--- src/rtl/vga_dither_if.sv ---
// ============================================================================
// Module      : vga_dither_if
// Description : Pixel stream bundle between the game core and the dither stage.
// Revision    : 1.0 - initial release
// ============================================================================
`default_nettype none

interface vga_dither_if;
    logic       IN_HSYNC;
    logic       IN_VSYNC;
    logic [7:0] IN_RED;
    logic [7:0] IN_GREEN;
    logic [7:0] IN_BLUE;
    logic       VGA_HSYNC;
    logic       VGA_VSYNC;
    logic [3:0] VGA_RED;
    logic [3:0] VGA_GREEN;
    logic [3:0] VGA_BLUE;

    // Game core side: produces the 8-bit stream, observes the DAC drive.
    modport master (
        output IN_HSYNC, IN_VSYNC, IN_RED, IN_GREEN, IN_BLUE,
        input  VGA_HSYNC, VGA_VSYNC, VGA_RED, VGA_GREEN, VGA_BLUE
    );

    // Dither stage side.
    modport slave (
        input  IN_HSYNC, IN_VSYNC, IN_RED, IN_GREEN, IN_BLUE,
        output VGA_HSYNC, VGA_VSYNC, VGA_RED, VGA_GREEN, VGA_BLUE
    );
endinterface

`default_nettype wire

--- src/rtl/vga_dither.sv ---
// ============================================================================
// Module      : vga_dither
// Description : 8-bit to 4-bit per channel VGA output stage with 4x4 Bayer
//               ordered dither. Dithering enabled by macro VGA_DITHER_EN;
//               otherwise plain truncation with identical 2-cycle latency.
// Revision    : 1.0 - initial release
// ============================================================================
`default_nettype none

module vga_dither #(
    parameter bit SYNC_ACTIVE_LOW = 1'b1
) (
    input  wire logic   CLK_25MHZ,
    input  wire logic   RESET,
    vga_dither_if.slave bus
);

    localparam logic c_SYNC_IDLE = SYNC_ACTIVE_LOW ? 1'b1 : 1'b0;

    // Saturating add of the threshold, then keep the top nibble.
    function automatic logic [3:0] sat_trunc(input logic [7:0] c, input logic [3:0] t);
        logic [8:0] s;
        s = {1'b0, c} + {5'b0_0000, t};
        return s[8] ? 4'hF : s[7:4];
    endfunction

    logic [3:0] w_thresh;

`ifdef VGA_DITHER_EN
    function automatic logic [3:0] bayer4(input logic [1:0] yy, input logic [1:0] xx);
        logic [3:0] t;
        case ({yy, xx})
            4'b00_00: t = 4'd0;
            4'b00_01: t = 4'd8;
            4'b00_10: t = 4'd2;
            4'b00_11: t = 4'd10;
            4'b01_00: t = 4'd12;
            4'b01_01: t = 4'd4;
            4'b01_10: t = 4'd14;
            4'b01_11: t = 4'd6;
            4'b10_00: t = 4'd3;
            4'b10_01: t = 4'd11;
            4'b10_10: t = 4'd1;
            4'b10_11: t = 4'd9;
            4'b11_00: t = 4'd15;
            4'b11_01: t = 4'd7;
            4'b11_10: t = 4'd13;
            default:  t = 4'd5;
        endcase
        return t;
    endfunction

    logic       r_hs_prev;
    logic       r_vs_prev;
    logic [9:0] r_x;
    logic [9:0] r_y;
    logic       w_hs_start;
    logic       w_vs_start;
    logic [9:0] w_x;
    logic [9:0] w_y;

    assign w_hs_start = (bus.IN_HSYNC != c_SYNC_IDLE) && (r_hs_prev == c_SYNC_IDLE);
    assign w_vs_start = (bus.IN_VSYNC != c_SYNC_IDLE) && (r_vs_prev == c_SYNC_IDLE);

    // Position of the pixel being sampled this cycle; a sync start applies to
    // this very pixel, so the first pixel of a line sees x = 0.
    assign w_x = w_hs_start ? 10'd0 : r_x;

    always_comb begin
        w_y = r_y;
        if (w_vs_start) begin
            w_y = 10'd0;
        end else if (w_hs_start) begin
            w_y = r_y + 10'd1;
        end
    end

    assign w_thresh = bayer4(w_y[1:0], w_x[1:0]);

    always_ff @(posedge CLK_25MHZ or posedge RESET) begin
        if (RESET) begin
            r_hs_prev <= c_SYNC_IDLE;
            r_vs_prev <= c_SYNC_IDLE;
            r_x       <= 10'd0;
            r_y       <= 10'd0;
        end else begin
            r_hs_prev <= bus.IN_HSYNC;
            r_vs_prev <= bus.IN_VSYNC;
            r_x       <= w_x + 10'd1;
            r_y       <= w_y;
        end
    end
`else
    assign w_thresh = 4'd0;
`endif

    // Stage 1: capture colour, syncs and the threshold for this pixel.
    logic [7:0] r_s1_red;
    logic [7:0] r_s1_green;
    logic [7:0] r_s1_blue;
    logic       r_s1_hsync;
    logic       r_s1_vsync;
    logic [3:0] r_s1_thresh;

    always_ff @(posedge CLK_25MHZ or posedge RESET) begin
        if (RESET) begin
            r_s1_red    <= 8'd0;
            r_s1_green  <= 8'd0;
            r_s1_blue   <= 8'd0;
            r_s1_hsync  <= c_SYNC_IDLE;
            r_s1_vsync  <= c_SYNC_IDLE;
            r_s1_thresh <= 4'd0;
        end else begin
            r_s1_red    <= bus.IN_RED;
            r_s1_green  <= bus.IN_GREEN;
            r_s1_blue   <= bus.IN_BLUE;
            r_s1_hsync  <= bus.IN_HSYNC;
            r_s1_vsync  <= bus.IN_VSYNC;
            r_s1_thresh <= w_thresh;
        end
    end

    // Stage 2: saturated, truncated colour and syncs delayed to match.
    logic [3:0] r_out_red;
    logic [3:0] r_out_green;
    logic [3:0] r_out_blue;
    logic       r_out_hsync;
    logic       r_out_vsync;

    always_ff @(posedge CLK_25MHZ or posedge RESET) begin
        if (RESET) begin
            r_out_red   <= 4'd0;
            r_out_green <= 4'd0;
            r_out_blue  <= 4'd0;
            r_out_hsync <= c_SYNC_IDLE;
            r_out_vsync <= c_SYNC_IDLE;
        end else begin
            r_out_red   <= sat_trunc(r_s1_red,   r_s1_thresh);
            r_out_green <= sat_trunc(r_s1_green, r_s1_thresh);
            r_out_blue  <= sat_trunc(r_s1_blue,  r_s1_thresh);
            r_out_hsync <= r_s1_hsync;
            r_out_vsync <= r_s1_vsync;
        end
    end

    assign bus.VGA_RED   = r_out_red;
    assign bus.VGA_GREEN = r_out_green;
    assign bus.VGA_BLUE  = r_out_blue;
    assign bus.VGA_HSYNC = r_out_hsync;
    assign bus.VGA_VSYNC = r_out_vsync;

endmodule

`default_nettype wire

--- src/flat_wrapper.sv ---
// flat-port wrapper written by rule: the top's interface ports become plain ports
module vga_dither_flat 
#(
    parameter bit SYNC_ACTIVE_LOW = 1'b1
)
  (CLK_25MHZ, RESET, bus_IN_HSYNC, bus_IN_VSYNC, bus_IN_RED, bus_IN_GREEN, bus_IN_BLUE, bus_VGA_HSYNC, bus_VGA_VSYNC, bus_VGA_RED, bus_VGA_GREEN, bus_VGA_BLUE);
  vga_dither_if bus_i ();
  input  wire logic CLK_25MHZ;
  input  wire logic RESET;
  input wire logic [$bits(bus_i.IN_HSYNC)-1:0] bus_IN_HSYNC;
  input wire logic [$bits(bus_i.IN_VSYNC)-1:0] bus_IN_VSYNC;
  input wire logic [$bits(bus_i.IN_RED)-1:0] bus_IN_RED;
  input wire logic [$bits(bus_i.IN_GREEN)-1:0] bus_IN_GREEN;
  input wire logic [$bits(bus_i.IN_BLUE)-1:0] bus_IN_BLUE;
  output wire logic [$bits(bus_i.VGA_HSYNC)-1:0] bus_VGA_HSYNC;
  output wire logic [$bits(bus_i.VGA_VSYNC)-1:0] bus_VGA_VSYNC;
  output wire logic [$bits(bus_i.VGA_RED)-1:0] bus_VGA_RED;
  output wire logic [$bits(bus_i.VGA_GREEN)-1:0] bus_VGA_GREEN;
  output wire logic [$bits(bus_i.VGA_BLUE)-1:0] bus_VGA_BLUE;
  assign bus_i.IN_HSYNC = bus_IN_HSYNC;
  assign bus_i.IN_VSYNC = bus_IN_VSYNC;
  assign bus_i.IN_RED = bus_IN_RED;
  assign bus_i.IN_GREEN = bus_IN_GREEN;
  assign bus_i.IN_BLUE = bus_IN_BLUE;
  assign bus_VGA_HSYNC = bus_i.VGA_HSYNC;
  assign bus_VGA_VSYNC = bus_i.VGA_VSYNC;
  assign bus_VGA_RED = bus_i.VGA_RED;
  assign bus_VGA_GREEN = bus_i.VGA_GREEN;
  assign bus_VGA_BLUE = bus_i.VGA_BLUE;
  vga_dither #(.SYNC_ACTIVE_LOW(SYNC_ACTIVE_LOW)) u_core (.CLK_25MHZ(CLK_25MHZ), .RESET(RESET), .bus(bus_i));
endmodule
--- config.mk ---
export PLATFORM = sky130hd
export DESIGN_NAME = vga_dither_flat
export DESIGN_NICKNAME = d
export VERILOG_FILES = /design/src/rtl/vga_dither_if.sv /design/src/rtl/vga_dither.sv /design/src/flat_wrapper.sv
export SDC_FILE = /design/constraint.sdc
export NUM_CORES = 1
export LEC_CHECK = 0
export ABC_CLOCK_PERIOD_IN_PS = 1150
export BUFFER_PORTS_ARGS = -buffer_cell sky130_fd_sc_hd__buf_2
export CAP_MARGIN = 40
export CORE_UTILIZATION = 40
export DETAILED_ROUTE_END_ITERATION = 16
export GPL_ROUTABILITY_DRIVEN = 0
export GPL_TIMING_DRIVEN = 1
export PLACE_DENSITY = 0.81
export REMOVE_ABC_BUFFERS = 1
export SLEW_MARGIN = 20
export SYNTH_ARGS = -nofsm -noshare
export SYNTH_HDL_FRONTEND = slang
export SYNTH_SLANG_ARGS = --single-unit
--- constraint.sdc ---
create_clock -name CLK_25MHZ -period 1.15 [get_ports CLK_25MHZ]
set_clock_uncertainty 0.2 [all_clocks]
set_input_delay 0.0575 -clock CLK_25MHZ [delete_from_list [all_inputs] [get_ports CLK_25MHZ]]
set_output_delay 0.0575 -clock CLK_25MHZ [all_outputs]
set_load 0.05 [all_outputs]
* Word-level counts from Yosys, hierarchy flattened *
Cells that the tools add are included.

storage, ports and cells
  flip-flop bits (word level) = 40
  input bits = 28
  output and inout bits = 14
  word-level logic and storage cells = 10

* Depth between registers and ports, before layout *
  word-level depth = 0
  gate-level depth with buffers = 1

* Least setup slack after synthesis *
No wires, ideal clock.

  kind = register -> output
  start = register u_core.r_out_hsync (netlist: u_core.bus.VGA_HSYNC)
  end = output bus_VGA_HSYNC
  arrival = 0.656 ns
  data required time = 0.892 ns
  slack = 0.237 ns
  stages on the path, launching flop included = 1
  buffers on the path = 0
  cell sequence = dfstp_2

RTL lines
  what                    line                RTL
  start, declared         vga_dither.sv:127   logic r_out_hsync;
  start signal, assigned  vga_dither.sv:135   r_out_hsync <= c_SYNC_IDLE;
  start signal, assigned  vga_dither.sv:141   r_out_hsync <= r_s1_hsync;
  end, declared           flat_wrapper.sv:15  output wire logic [$bits(bus_i.VGA_HSYNC)-1:0] bus_VGA_HSYNC;

No word-level cell between the ends.

* Final worst setup path *
  start = register u_core.r_out_hsync (netlist: u_core.bus.VGA_HSYNC)
  end = output bus_VGA_HSYNC

No word-level cell between the ends.

==> flow_summary_export.csv <==
group,metric,value,unit
synth,synthesis.area,709.4,um^2
sta,setup_slack,-0.1051,ns
worst_setup_path,r2r_cells,0,
power,clockPowerShare,22.3,%
die,dieArea,1946,um^2
clock_network,clock_path_buffers,2,
power,power_frac_comb,14.1,%
global_routing,grt_pass1_vias,438,
die,core_area,1577,um^2
global_routing,grt.total_usage,12.76,%
worst_setup_path,worst_path_largest_cell_delay,0.56,ns
layout,area_delta_synth_final,62.61,%
routing,drt-initial-drc-count,6,
place,post-place-ws,0.1524,ns
worst_setup_path,end_kind,"output pin",
synth,synthArstFlopShare,100.0,%
global_routing,grt_max_degree,29,
sta,hold_viol_final,0,
die,io-pin-count,42,
sta,rsz0062_at_grt,"true",
clock_network,cts_sinks,28,
synth,synth_ff_type,"dfrtp_1",
synth,ys_types,3,
worst_setup_path,critPathBufInv,1,
sta,relSlewSlack,78.69,%
clock_network,cts_tree,"built",
layout,diodes,0,
synth,ys_warn_count,0,
clock_network,postCtsSetupRepairBufs,0,
power,vdd_drop_max,0.9738,mV
worst_setup_path,crit_required,0.89,ns
synth,synthTopCellsByArea,"dfrtp_1 (85%), dfstp_2 (15%), inv_1 (0.53%)",
power,power_frac_seq,63.6,%
synth,synth_edf_count,0,
routing,dr.pass1.iters,10,
die,die_w,44.12,um
die,start_util,45.00,%
clock_network,cts_buffers,3,
worst_setup_path,critical_path.slowest_cell,"dfstp_2",
power,switchingPower,0.0003847,W
worst_setup_path,path_class,"reg2out",
synth,synth_cells,29,
sta,holdWs,0.1219,ns
clock_network,clock_latency,0.30,ns
synth,avgSynthCellArea,24.46,um^2
min_path,hold_class,"in2async",
sta,timing.fmax,796.8,MHz
synth,yosys.area.top_type,"dfrtp_1",
die,num_rows,14,
power,internal-power,0.001279,W
synth,synth_seq_cells,28,
synth,synth.most_common_cell,"dfrtp_1",
power,p_sw_share,23.13,%
outcome,run_status,"finished with violations",
synth,netlist.area_leader.share,84.66,%
layout,post-route-util,73.17,%
routing,viasPerCell,4.255,
routing,post_drt_wl_per_cell,11.04,um
outcome,violations,"design-rule violations, negative setup slack",
layout,multi_input_area,0,um^2
power,powerDensity,1442,nW/um^2
place,portBuffers,29,
sta,final-setup-viol-count,2,
sta,final-max-slew-violation-count,0,
sta,fin_crit_sh,109.1,%
routing,drcViolationCount,3,
global_routing,grt_overflow,0,
clock_network,path_clk_slew,0.13,ns
worst_setup_path,path_cells,"buf_8",
sta,worstMarginPinSlew,0.3197,ns
power,p_leak,0.5559,nW
worst_setup_path,cp_data_arrival_time,1.00,ns
sta,final.min_clock_period,1.255,ns
synth,ys_seq_area_share,99.47,%
sta,fin_tns_setup,-0.2017,ns
routing,detail-route-antenna-nets,0,
global_routing,grt_pass1_wl,1690,um
layout,fin_nets,107,
worst_setup_path,critPathLaunchType,"register",
global_routing,antenna_found_initial,0,
worst_setup_path,critical-path-top-delay-family,"flip-flops",
clock_network,cts_root_buf,"clkbuf_4",
layout,layout-drive-gt1-share,47.44,%
routing,wl,1038,um
die,die_h,44.12,um
run,max-cap-violations,0,
routing,num_vias,400,
worst_setup_path,crit_path_max_fanout,1,
clock_network,h-tree-depth,1,
synth,synth_common_cells,"dfrtp_1 (24), dfstp_2 (4), inv_1 (1)",
layout,multi_input_comb_cells,0,
worst_setup_path,cp_num_cells,1,
==> metrics by stage <==
step | total power [W] | area (um^2) | instances
detailed placement | 0.001234 | 882.1 | 75
floorplan | 0.001175 | 709.4 | 29
global placement | 0.001228 | 882.1 | 75
finish | 0.001663 | 1154 | 94
global route | 0.001750 | 1154 | 94
CTS | 0.001672 | 1112 | 94
==> cells in the final DEF, fill, tap and decap left out, drive strengths merged <==
master,instances
clkbuf,4
dfrtp,24
dfstp,4
inv,1
dlygate4sd3,15
buf,30
==> power by group through the flow <==
stage | Combinational [W] | Sequential, W | Clock (W)
2_1_floorplan | 0.0000145 | 0.00116 | 0
3_3_place_gp | 0.000161 | 0.00107 | 0
3_5_place_dp | 0.000164 | 0.00107 | 0
4_1_cts | 0.000223 | 0.00106 | 0.000395
5_1_grt | 0.000247 | 0.00106 | 0.000439
6_report | 0.000235 | 0.00106 | 0.000370
==> sequential cells by signal, summed over array words and instances (netlist names) <==
name	count
u_core.bus.VGA_RED	4
u_core.r_s1_blue	4
u_core.r_s1_red	4
u_core.r_s1_vsync	1
u_core.r_s1_green	4
u_core.bus.VGA_GREEN	4
u_core.bus.VGA_BLUE	4
u_core.bus.VGA_HSYNC	1
u_core.r_s1_hsync	1
u_core.bus.VGA_VSYNC	1
==> worst paths after layout <==
kind / slack [ns] / end / from
setup / recovery: -0.11 / bus_VGA_HSYNC / u_core.bus.VGA_HSYNC
setup reg to reg: 0.37 / u_core.bus.VGA_HSYNC / u_core.r_s1_hsync
hold reg to reg: 0.16 / u_core.bus.VGA_VSYNC / u_core.r_s1_vsync
min in group CLK_25MHZ: 0.16 / u_core.bus.VGA_VSYNC / u_core.r_s1_vsync
max in group asynchronous: 0.33 / u_core.bus.VGA_HSYNC / RESET
hold / removal: 0.12 / u_core.bus.VGA_RED[0] / RESET
==> what timing repair did <==
item | CTS | global route
endpoints found under the setup margin | 14 | 14
resized for setup | 19 | 11
hold buffers | 15 | 0
endpoints found under the hold margin | 42 | 0
==> final cells by class <==
type,instances,area (um^2)
well taps,16,20.02
clock buffers,4,26.28
flip-flops and latches,28,705.7
inverters,1,3.754
repair buffers,45,397.9
fillers,99,422.9
==> routing by layer <==
metal,global-route usage [%],part of all wire [%]
met1,11.11,33
met2,25.88,62
met3,2.449,4.3
met4,7.273,0.58
met5,0,0
==> cells by family (layout without fill, tap and decap cells) <==
family | Yosys count | after routing | synth area share [%]
buf+inv | 1 | 50 | 0.5286
flops | 28 | 28 | 99.47
(Power assumes the default switching activity.)
